<file path="src/rtl/ca6_range_reducer.sv">
// Argument conditioning ahead of the Ca6 cosine core: reduces an unsigned
// Q4.12 angle modulo 2*pi, then folds it into [0, pi/2] with a negate flag.
module ca6_range_reducer #(
   parameter int W       = 16,
   parameter int TWO_PI  = 25736,
   parameter int PI      = 12868,
   parameter int HALF_PI = 6434
) (
   input  logic         clk,
   input  logic         rst,
   input  logic         in_valid,
   output logic         in_ready,
   input  logic [W-1:0] xin,
   input  logic [7:0]   yin,
   output logic         out_valid,
   input  logic         out_ready,
   output logic [W-1:0] xr,
   output logic [7:0]   yout,
   output logic         neg
);

   localparam logic [2:0] IDLE      = 3'd0;
   localparam logic [2:0] REDUCE    = 3'd1;
   localparam logic [2:0] FOLD_PI   = 3'd2;
   localparam logic [2:0] FOLD_HALF = 3'd3;
   localparam logic [2:0] DONE      = 3'd4;

   localparam logic [W-1:0] TWO_PI_W  = W'(TWO_PI);
   localparam logic [W-1:0] PI_W      = W'(PI);
   localparam logic [W-1:0] HALF_PI_W = W'(HALF_PI);

   logic [2:0]   state;
   logic [W-1:0] acc;
   logic         ncur;
   logic [7:0]   ybuf;

   // Every subtraction sits under the comparison that guarantees no underflow.
   always_ff @(posedge clk) begin
      if (!rst) begin
         state <= IDLE;
         acc   <= '0;
         ncur  <= 1'b0;
         ybuf  <= '0;
      end else begin
         case (state)
            IDLE: begin
               if (in_valid) begin
                  acc   <= xin;
                  ybuf  <= yin;
                  ncur  <= 1'b0;
                  state <= REDUCE;
               end
            end
            REDUCE: begin
               if (acc >= TWO_PI_W) begin
                  acc <= acc - TWO_PI_W;
               end else begin
                  state <= FOLD_PI;
               end
            end
            FOLD_PI: begin
               if (acc >= PI_W) begin
                  acc  <= acc - PI_W;
                  ncur <= 1'b1;
               end
               state <= FOLD_HALF;
            end
            FOLD_HALF: begin
               if (acc > HALF_PI_W) begin
                  acc  <= PI_W - acc;
                  ncur <= ~ncur;
               end
               state <= DONE;
            end
            DONE: begin
               if (out_ready) begin
                  state <= IDLE;
               end
            end
            default: state <= IDLE;
         endcase
      end
   end

   // Outputs come straight from registers, so they hold while stalled in DONE.
   assign in_ready  = (state == IDLE);
   assign out_valid = (state == DONE);
   assign xr        = acc;
   assign neg       = ncur;
   assign yout      = ybuf;

endmodule

</file>
<file path="config.mk">
export PLATFORM = sky130hd
export DESIGN_NAME = ca6_range_reducer
export DESIGN_NICKNAME = d
export VERILOG_FILES = /design/src/rtl/ca6_range_reducer.sv
export SDC_FILE = /design/constraint.sdc
export NUM_CORES = 1
export LEC_CHECK = 0
export CAP_MARGIN = 20
export CORE_MARGIN = 2
export CORE_UTILIZATION = 25
export DETAILED_ROUTE_END_ITERATION = 6
export SYNTH_ARGS = -nofsm -noshare
export SYNTH_HDL_FRONTEND = slang
export SYNTH_SLANG_ARGS = --single-unit
</file>
<file path="constraint.sdc">
create_clock -name clk -period 7.3 [get_ports clk]
set_input_delay 1.46 -clock clk [delete_from_list [all_inputs] [get_ports clk]]
set_output_delay 1.46 -clock clk [all_outputs]
set_load 0.02 [all_outputs]
</file>
==> results of run 1 <==
==> stage by stage <==
step | power [mW] | area [um^2] | util (%)
2_1_floorplan | 0.621 | 2540 | -
3_3_place_gp | 0.781 | 3130 | 31.9
3_5_place_dp | 0.788 | 3130 | 31.9
4_1_cts | 0.927 | 3210 | 32.6
5_1_grt | 0.992 | 3210 | 32.6
6_report | 0.936 | 3210 | 32.6
==> layout by cell type, fill, tap and decap left out, types with 2 or more instances in the layout <==
cell type / synthesis / routed
a311oi_1: 2 / 2
o22ai_1: 3 / 3
o221a_1: 2 / 2
nor3b_1: 4 / 4
o221ai_1: 4 / 4
a21oi_1: 24 / 24
a211o_1: 3 / 3
a32oi_1: 2 / 2
nand2b_1: 8 / 8
o31ai_1: 7 / 7
mux2i_1: 12 / 12
o311ai_2: 2 / 2
nor2b_1: 2 / 2
a31oi_1: 3 / 3
o211ai_1: 8 / 8
o21ai_0: 23 / 23
o21ai_1: 5 / 5
nand2_1: 47 / 47
a32o_1: 4 / 4
xor2_1: 3 / 3
clkdlybuf4s50_1: 0 / 54
buf_4: 0 / 2
or4_1: 3 / 3
xnor2_1: 6 / 6
nor3_1: 13 / 13
ha_1: 6 / 6
nor2_1: 23 / 23
inv_1: 11 / 11
o211a_1: 2 / 2
o32ai_1: 2 / 2
clkbuf_8: 0 / 3
a211oi_1: 8 / 8
o31a_1: 3 / 3
o2111ai_1: 4 / 4
nor4_1: 2 / 2
dfxtp_1: 28 / 28
a221oi_1: 4 / 4
nand3_1: 6 / 6
==> report_power, final <==
| group | switching (mW) | total (mW) | internal, mW |
|---|---|---|---|
| clock | 0.0635 | 0.137 | 0.0738 |
| sequential | 0.0963 | 0.281 | 0.185 |
| combinational | 0.294 | 0.517 | 0.224 |
| total | 0.453 | 0.936 | 0.482 |
==> final cells by class <==
cell class	count	area [um^2]
fill	1085	6610
multi-input combinational	277	1810
sequential	28	561
timing repair buffer	56	556
tap	133	166
clock buffer	3	41.3
inverter	11	41.3
clock inverter	1	30.0
==> synth_stat cells (7+ instances only) <==
library cell  instances
o31ai_1               7
nand2b_1              8
inv_1                11
dfxtp_1              28
o211ai_1              8
o21ai_0              23
clkbuf_1             14
nand2_1              47
nor2_1               23
mux2i_1              12
nor3_1               13
a211oi_1              8
a21oi_1              24
==> worst register-to-register path, stage by stage, from the launching register on <==
cell	delay, ns
dfxtp_1	0.58
inv_1	0.19
ha_1	0.33
nor3b_1	0.20
o211ai_1	0.45
a211o_1	0.22
a21bo_4	0.31
nor3_2	0.75
mux2i_1	0.26
==> per-layer routing <==
metal / global-route usage [%] / up-vias
met5: 0 / -
met4: 6.38 / 0
met3: 3.62 / 22
met2: 27.2 / 155
met1: 22.0 / 1398
li1: - / 1374
==> kinds of logic after synthesis <==
group           synth area share, %
xor+xnor                       3.10
compound gates                 37.5
simple gates                   22.6
flops                          22.1
buf+inv                        6.65
fa+ha+maj                      2.96
mux                            5.17
==> worst max path at each step <==
stage / endpoint / depth (start not counted) / slack [ns] / start
final: out_valid / 3 / 3.62 / state[2]
after global routing: yout[7] / 7 / 3.39 / in_valid
after CTS: yout[7] / 7 / 3.62 / in_valid
after detailed placement: yout[7] / 7 / 3.30 / in_valid
after global placement: yout[2] / 7 / 3.45 / in_valid
after floorplan: xr[7] / 7 / 4.52 / in_valid
==> sequential cells by signal, indices dropped and copies added (netlist names) <==
| register | cells |
|---|---|
| xr | 16 |
| yout | 8 |
| state | 3 |
| neg | 1 |
==> results.yml, run 1 <==
placement:
  hpwl_um: 6460
  pre_cts_ws_ns: 3.30
  gp_routability_congestion: 0.949
  port_buffers: 54
  placed_cells: 505
die:
  rows: 36
  core_um2: 9820
  die_h_um: 105
  initial_utilization_pct: 25.9
  die_x_um: 105
  ioPinCount: 55
  die_area_um2: 11000
clocking:
  path_clk_slew_ns: 0.11
  cts_root_buf: "clkbuf_8"
  htreeDepth: 1
  clock_sinks: 28
  clk-insertion-delay-late_ns: 0.30
  cts_inserted_buffers: 3
  cts_resized: 0
  clockBufferDepth: 2
  post_cts_buffers: 0
  cts_tree: "yes"
  postCtsHoldBufs: 0
timing:
  timing.final.crit_period_ns: 3.68
  finalCritPeriodShare_pct: 50.4
  finalHoldViolations: 0
  fin_ws_ns: 3.62
  max-slew-margin-rel_pct: 36.7
  tightest_slew_ns: 0.943
  slew_viol_final: 0
  holdWs_ns: 0.469
  clock.fmax_ghz: 0.272
  finalSetupViolCount: 0
  grt_setup_unrepaired: "false"
  final.setup_skew_ns: 0.00805
  fin_tns_setup_ns: 0
synth:
  syn_inst: 342
  synth.distinct_cells: 66
  synthTopCellsByArea: "dfxtp_1 (22%), nand2_1 (6.9%), a21oi_1 (4.7%)"
  syn_area_um2: 2540
  synth.largest_area_cell: "dfxtp_1"
  avgSynthCellArea_um2: 7.43
  async_reset_ff_share_pct: 0
  ys_ff_latch: 28
  ys_seq_area_share_pct: 22.1
  yosys_warnings: 0
  synth-main-ff-cell: "dfxtp_1"
  synth_nets: 376
  synth_edf_count: 0
  yosysTopAreaCellShare_pct: 22.1
run_status:
  status: "finished clean"
setup_path:
  r2r_cells: 8
  cp-start-kind: "flip-flop"
  critPathSlowestCell: "dfxtp_1"
  cp_top_family: "buffers and inverters"
  slowest_delay_ns: 0.68
  crit_path_end_kind: "primary output"
  arrival_ns: 2.22
  timing.rr.end: "yout[7]"
  required_ns: 5.84
  path_class: "reg2out"
  crit_chain: "inv_1 -> nor3_1 -> clkdlybuf4s50_1"
  reg2reg_from: "xr[2]"
  cp.buffers_inverters: 2
  crit_fanout: 13
  reg2reg_setup_slack_ns: 3.96
drt:
  antenna_left: 0
  top_layer_used: "met4"
  firstDrtPassIters: 5
  dr_wl_met3_um: 747
  dr.first_iter.drc_count: 337
  vias_per_cell: 5.79
  wl_met2_um: 4290
  wire_per_inst_um: 18.2
  vias: 2949
  post-route-drc-count: 0
  wl_met1_um: 4030
  drt-total-wl_um: 9280
global_routing:
  grt_pass1_wl_um: 15100
  antenna_found_initial: 0
  grt_remaining_overflow: 0
  grt_pass1_vias: 2922
  grt_max_degree: 33
  track_usage_pct: 16.9
power:
  peakVddDrop_mv: 0.106
  p_leak_nw: 1.10
  power_density_nw_per_um2: 292
min_path:
  worstHoldPathCells: 2
  hp-class: "reg2reg"
  worstHoldStart: "yout[2]"
  min_delay_worst_endpoint: "yout[2]"
job:
  max-cap-violations: 0
finish:
  diodes: 0
  areaGrowthSynthToFinish_pct: 26.2
  stdcell_count: 509
  drive_above_1_share_pct: 4.26
  layout.nets: 411
(Power assumes the default switching activity.)
==> run 2: changes to the inputs <==
Clock period 7.3 ns to 3 ns, I/O delays scaled along.
==> run 2 against run 1 <==
  * Non-clock buffer count increased by 29
  * Count of clock-buffer cells in the layout stayed put
  * Register-to-register slack got worse by 3.7 ns
  * Cell count rose by 5.5%
  * Utilization rose by 1.9 points
  * Worst setup slack worse by 3.4 ns
  * Critical path depth is 6 higher
  * Wire length grew 4.0%
  * Sequential cell count unchanged
  * Via count up 1.4%
  * Hold slack worse by 0.0023 ns
  * Sequential share of layout area decreased by 0.98 points
  * Largest power group unchanged
  * Highest routed layer unchanged
==> results.yml, run 2 (same netlist as run 1, synthesis figures left out) <==
run_status:
  status: "finished clean"
global_routing:
  track_usage_pct: 17.2
  antenna_found_initial: 0
  grt_pass1_wl_um: 15300
  grt_pass1_vias: 2846
  grt_max_degree: 33
  grt_remaining_overflow: 0
setup_path:
  cp-start-kind: "flip-flop"
  arrival_ns: 3.00
  path_class: "reg2reg"
  required_ns: 3.22
  reg2reg_setup_slack_ns: 0.22
  crit_path_end_kind: "flip-flop"
  crit_fanout: 14
clocking:
  cts_root_buf: "clkbuf_8"
  clockBufferDepth: 2
  path_clk_slew_ns: 0.11
  cts_inserted_buffers: 3
  postCtsHoldBufs: 0
  clock_sinks: 28
  cts_tree: "yes"
  htreeDepth: 1
  post_cts_buffers: 0
  clk-insertion-delay-late_ns: 0.28
  cts_resized: 0
drt:
  drt-total-wl_um: 9650
  antenna_left: 0
  vias: 2991
  vias_per_cell: 5.57
  wire_per_inst_um: 18.0
  firstDrtPassIters: 5
  post-route-drc-count: 0
  dr.first_iter.drc_count: 312
timing:
  fin_ws_ns: 0.221
  clock.fmax_ghz: 0.360
  max-slew-margin-rel_pct: 54.3
  final.setup_skew_ns: 0.00322
  timing.final.crit_period_ns: 2.78
  grt_setup_unrepaired: "false"
  finalHoldViolations: 0
  fin_tns_setup_ns: 0
  finalCritPeriodShare_pct: 92.6
  slew_viol_final: 0
  finalSetupViolCount: 0
  tightest_slew_ns: 0.681
die:
  ioPinCount: 55
  die_h_um: 105
  core_um2: 9820
  initial_utilization_pct: 25.9
  die_area_um2: 11000
  rows: 36
  die_x_um: 105
power:
  p_leak_nw: 1.23
  peakVddDrop_mv: 0.218
  power.total_mw: 2.31
  power_density_nw_per_um2: 681
placement:
  pre_cts_ws_ns: 0.246
  hpwl_um: 7250
  gp_routability_congestion: 0.921
  port_buffers: 54
finish:
  final_common_cell: "clkdlybuf4s50_1"
  final_cell_mix: "clkdlybuf4s50_1 (54), nand2_1 (47), buf_4 (31), dfxtp_1 (28), a21oi_1 (24)"
  layout.nets: 440
  multiInputGateArea_um2: 1810
  drive_above_1_share_pct: 11.1
  diodes: 0
  regArea_um2: 561
  areaGrowthSynthToFinish_pct: 33.7
  largest_reg_flops: 16
  nFillCells: 1113
job:
  max-cap-violations: 0
min_path:
  hp-class: "reg2reg"
-- run 2: changes by cell type in the layout (fill, tap and decap cells not counted), sizes merged --
| cell | previous run | this run |
|---|---|---|
| buf | 2 | 31 |
| bufinv | 1 | 0 |
-- run 2: per-layer routing --
metal | vias up | routed length, um | GRT usage, % | share of wire (%)
met2 | 141 | 4460 | 27.7 | 46
li1 | 1422 | - | - | -
met1 | 1404 | 4130 | 22.3 | 43
met3 | 24 | 803 | 4.43 | 8.3
met4 | 0 | 264 | 5.62 | 2.7
met5 | - | 0 | 0 | 0
-- run 2: worst paths after layout --
check                               end  cells after the start    start
worst max register to register  yout[0]                      9    xr[3]
worst min-delay path            yout[3]                      2  yout[3]
worst max-delay path            yout[0]                      9    xr[3]
worst min register to register  yout[3]                      2  yout[3]
-- run 2: report_power, final --
group,internal [mW],switching (mW)
Clock,0.0907,0.133
Combinational,0.657,0.825
Sequential,0.450,0.156
-- run 2: layout make-up --
type                    instances  area share (%)
flip-flops and latches         28            16.5
repair buffers                 85            22.8
inverters                      11            1.22
multi-input cells             277            53.4
well taps                     133            4.90
clock buffers                   3            1.22
-- run 2: per-stage QoR --
stage | util [%] | area, um^2 | cells | hold WS [ns]
after floorplan | - | 2540 | 342 | 0.533
after global placement | 34.1 | 3350 | 534 | 0.447
after detailed placement | 34.1 | 3350 | 534 | 0.449
after CTS | 34.6 | 3390 | 537 | 0.470
after global routing | 34.6 | 3400 | 537 | 0.495
final | 34.6 | 3400 | 537 | 0.466
-- run 2: worst max-delay path: stages (launching register included) --
cell	delay [ns]
dfxtp_1	0.49
inv_1	0.16
ha_1	0.30
nor3b_1	0.20
o211ai_1	0.43
a211o_1	0.22
a21bo_4	0.31
nor3_2	0.18
buf_4	0.22
mux2i_1	0.21
==> run 3: changes to the inputs <==
Settings changed: CORE_UTILIZATION 25 to 47, PLACE_DENSITY set to 0.78.
==> run 3 against run 2 <==
  * Design area down 4.6%
  * Hold slack is essentially flat
  * Die area shrank 45%
  * Via count is 2.2% higher
  * Non-clock buffer count shrank 12
  * Utilization up 28 points
  * Cell count down 14%
  * Combinational power is 6% lower
  * Fmax down 1.3%
  * Largest power group unchanged
==> results.yml, run 3 (same netlist as run 1, synthesis figures left out) <==
die:
  initial_utilization_pct: 49.1
  die_h_um: 77.5
  die_area_um2: 6010
  rows: 26
  ioPinCount: 55
  core_um2: 5170
  die_x_um: 77.5
min_path:
  hp-class: "reg2reg"
placement:
  port_buffers: 54
  hpwl_um: 6400
  gp_routability_congestion: 1.00
run_status:
  status: "finished clean"
setup_path:
  arrival_ns: 3.04
  crit_path_end_kind: "flip-flop"
  cp-start-kind: "flip-flop"
  crit_fanout: 14
  path_class: "reg2reg"
  reg2reg_setup_slack_ns: 0.18
  required_ns: 3.23
global_routing:
  antenna_found_initial: 0
  grt_remaining_overflow: 0
  track_usage_pct: 30.1
  grt_max_degree: 32
  grt_pass1_vias: 2933
  grt_pass1_wl_um: 14700
drt:
  firstDrtPassIters: 5
  vias_per_cell: 6.60
  post-route-drc-count: 0
  wire_per_inst_um: 19.3
  drt-total-wl_um: 8920
  vias: 3058
  antenna_left: 0
  dr.first_iter.drc_count: 334
clocking:
  cts_root_buf: "clkbuf_8"
  post_cts_buffers: 0
  clock_sinks: 28
  htreeDepth: 1
  clk-insertion-delay-late_ns: 0.29
  cts_tree: "yes"
  cts_inserted_buffers: 3
  clockBufferDepth: 2
  path_clk_slew_ns: 0.11
timing:
  holdWs_ns: 0.467
  finalSetupViolCount: 0
  finalHoldViolations: 0
  grt_setup_unrepaired: "false"
  max-slew-margin-rel_pct: 52.3
  finalCritPeriodShare_pct: 93.9
  slew_viol_final: 0
  fin_tns_setup_ns: 0
  tightest_slew_ns: 0.713
  clock.fmax_ghz: 0.355
  final.setup_skew_ns: 0.00251
  timing.final.crit_period_ns: 2.82
finish:
  drive_above_1_share_pct: 8.40
  diodes: 0
  nFillCells: 489
  final_cell_mix: "clkdlybuf4s50_1 (54), nand2_1 (47), dfxtp_1 (28), a21oi_1 (24)"
  layout.nets: 428
  largest_reg_flops: 16
  final_common_cell: "clkdlybuf4s50_1"
  utilization_pct: 62.6
  areaGrowthSynthToFinish_pct: 27.5
power:
  peakVddDrop_mv: 0.309
  p_switching_mw: 1.12
  comb_power_share_pct: 60.7
  swShare_pct: 48.8
  power_density_nw_per_um2: 706
  power.total_mw: 2.29
  p_int_mw: 1.17
  p_clk_share_pct: 11.4
  p_leak_nw: 1.18
  power_frac_seq_pct: 28.0
job:
  max-cap-violations: 0
-- run 3: area by class of cell --
type / count / area (um^2) / area share (%)
multi-input cells: 277 / 1810 / 55.9
repair buffers: 73 / 683 / 21.1
flip-flops and latches: 28 / 561 / 17.3
well taps: 70 / 87.6 / 2.70
clock buffers: 4 / 55.1 / 1.70
inverters: 11 / 41.3 / 1.28
-- run 3: power by group through the flow --
stage	clock [mW]	sequential, mW	combinational [mW]
after global routing	0.275	0.657	1.49
after CTS	0.257	0.631	1.36
after global placement	0	0.636	1.35
final	0.260	0.639	1.39
after detailed placement	0	0.638	1.35
after floorplan	0	0.616	0.894
-- run 3: worst paths after layout --
check        startpoint  endpoint  cells after the start
min reg2reg     yout[6]   yout[6]                      2
max               xr[3]   yout[4]                      9
min             yout[6]   yout[6]                      2
max reg2reg       xr[3]   yout[4]                      9
-- run 3: stage by stage --
stage	worst slack [ns]	area (um^2)	instances
after global routing	0.00263	3240	463
after detailed placement	0.222	3180	459
final	0.183	3240	463
after CTS	0.193	3240	463
after floorplan	0.497	2540	342
after global placement	0.287	3180	459
-- run 3: timing repair --
action | in CTS | in global routing
resized for setup | 0 | 0
endpoints found under the setup margin | 0 | 2
hold buffers | 0 | 0
-- run 3: critical path, stage by stage, from the launching register on --
cell and delay, ns:
dfxtp_1 0.48, inv_1 0.17, ha_1 0.30, nor3b_1 0.18
o211ai_1 0.49, a211o_1 0.23, a21bo_4 0.31, nor3_2 0.17
buf_4 0.22, mux2i_1 0.20
-- run 3: layer usage --
layer | up-vias | wire length (um) | global-route usage [%]
met5 | - | 0 | 0
met2 | 224 | 3980 | 48.8
met4 | 0 | 475 | 15.7
met3 | 47 | 856 | 4.88
met1 | 1384 | 3610 | 38.4
li1 | 1403 | - | -
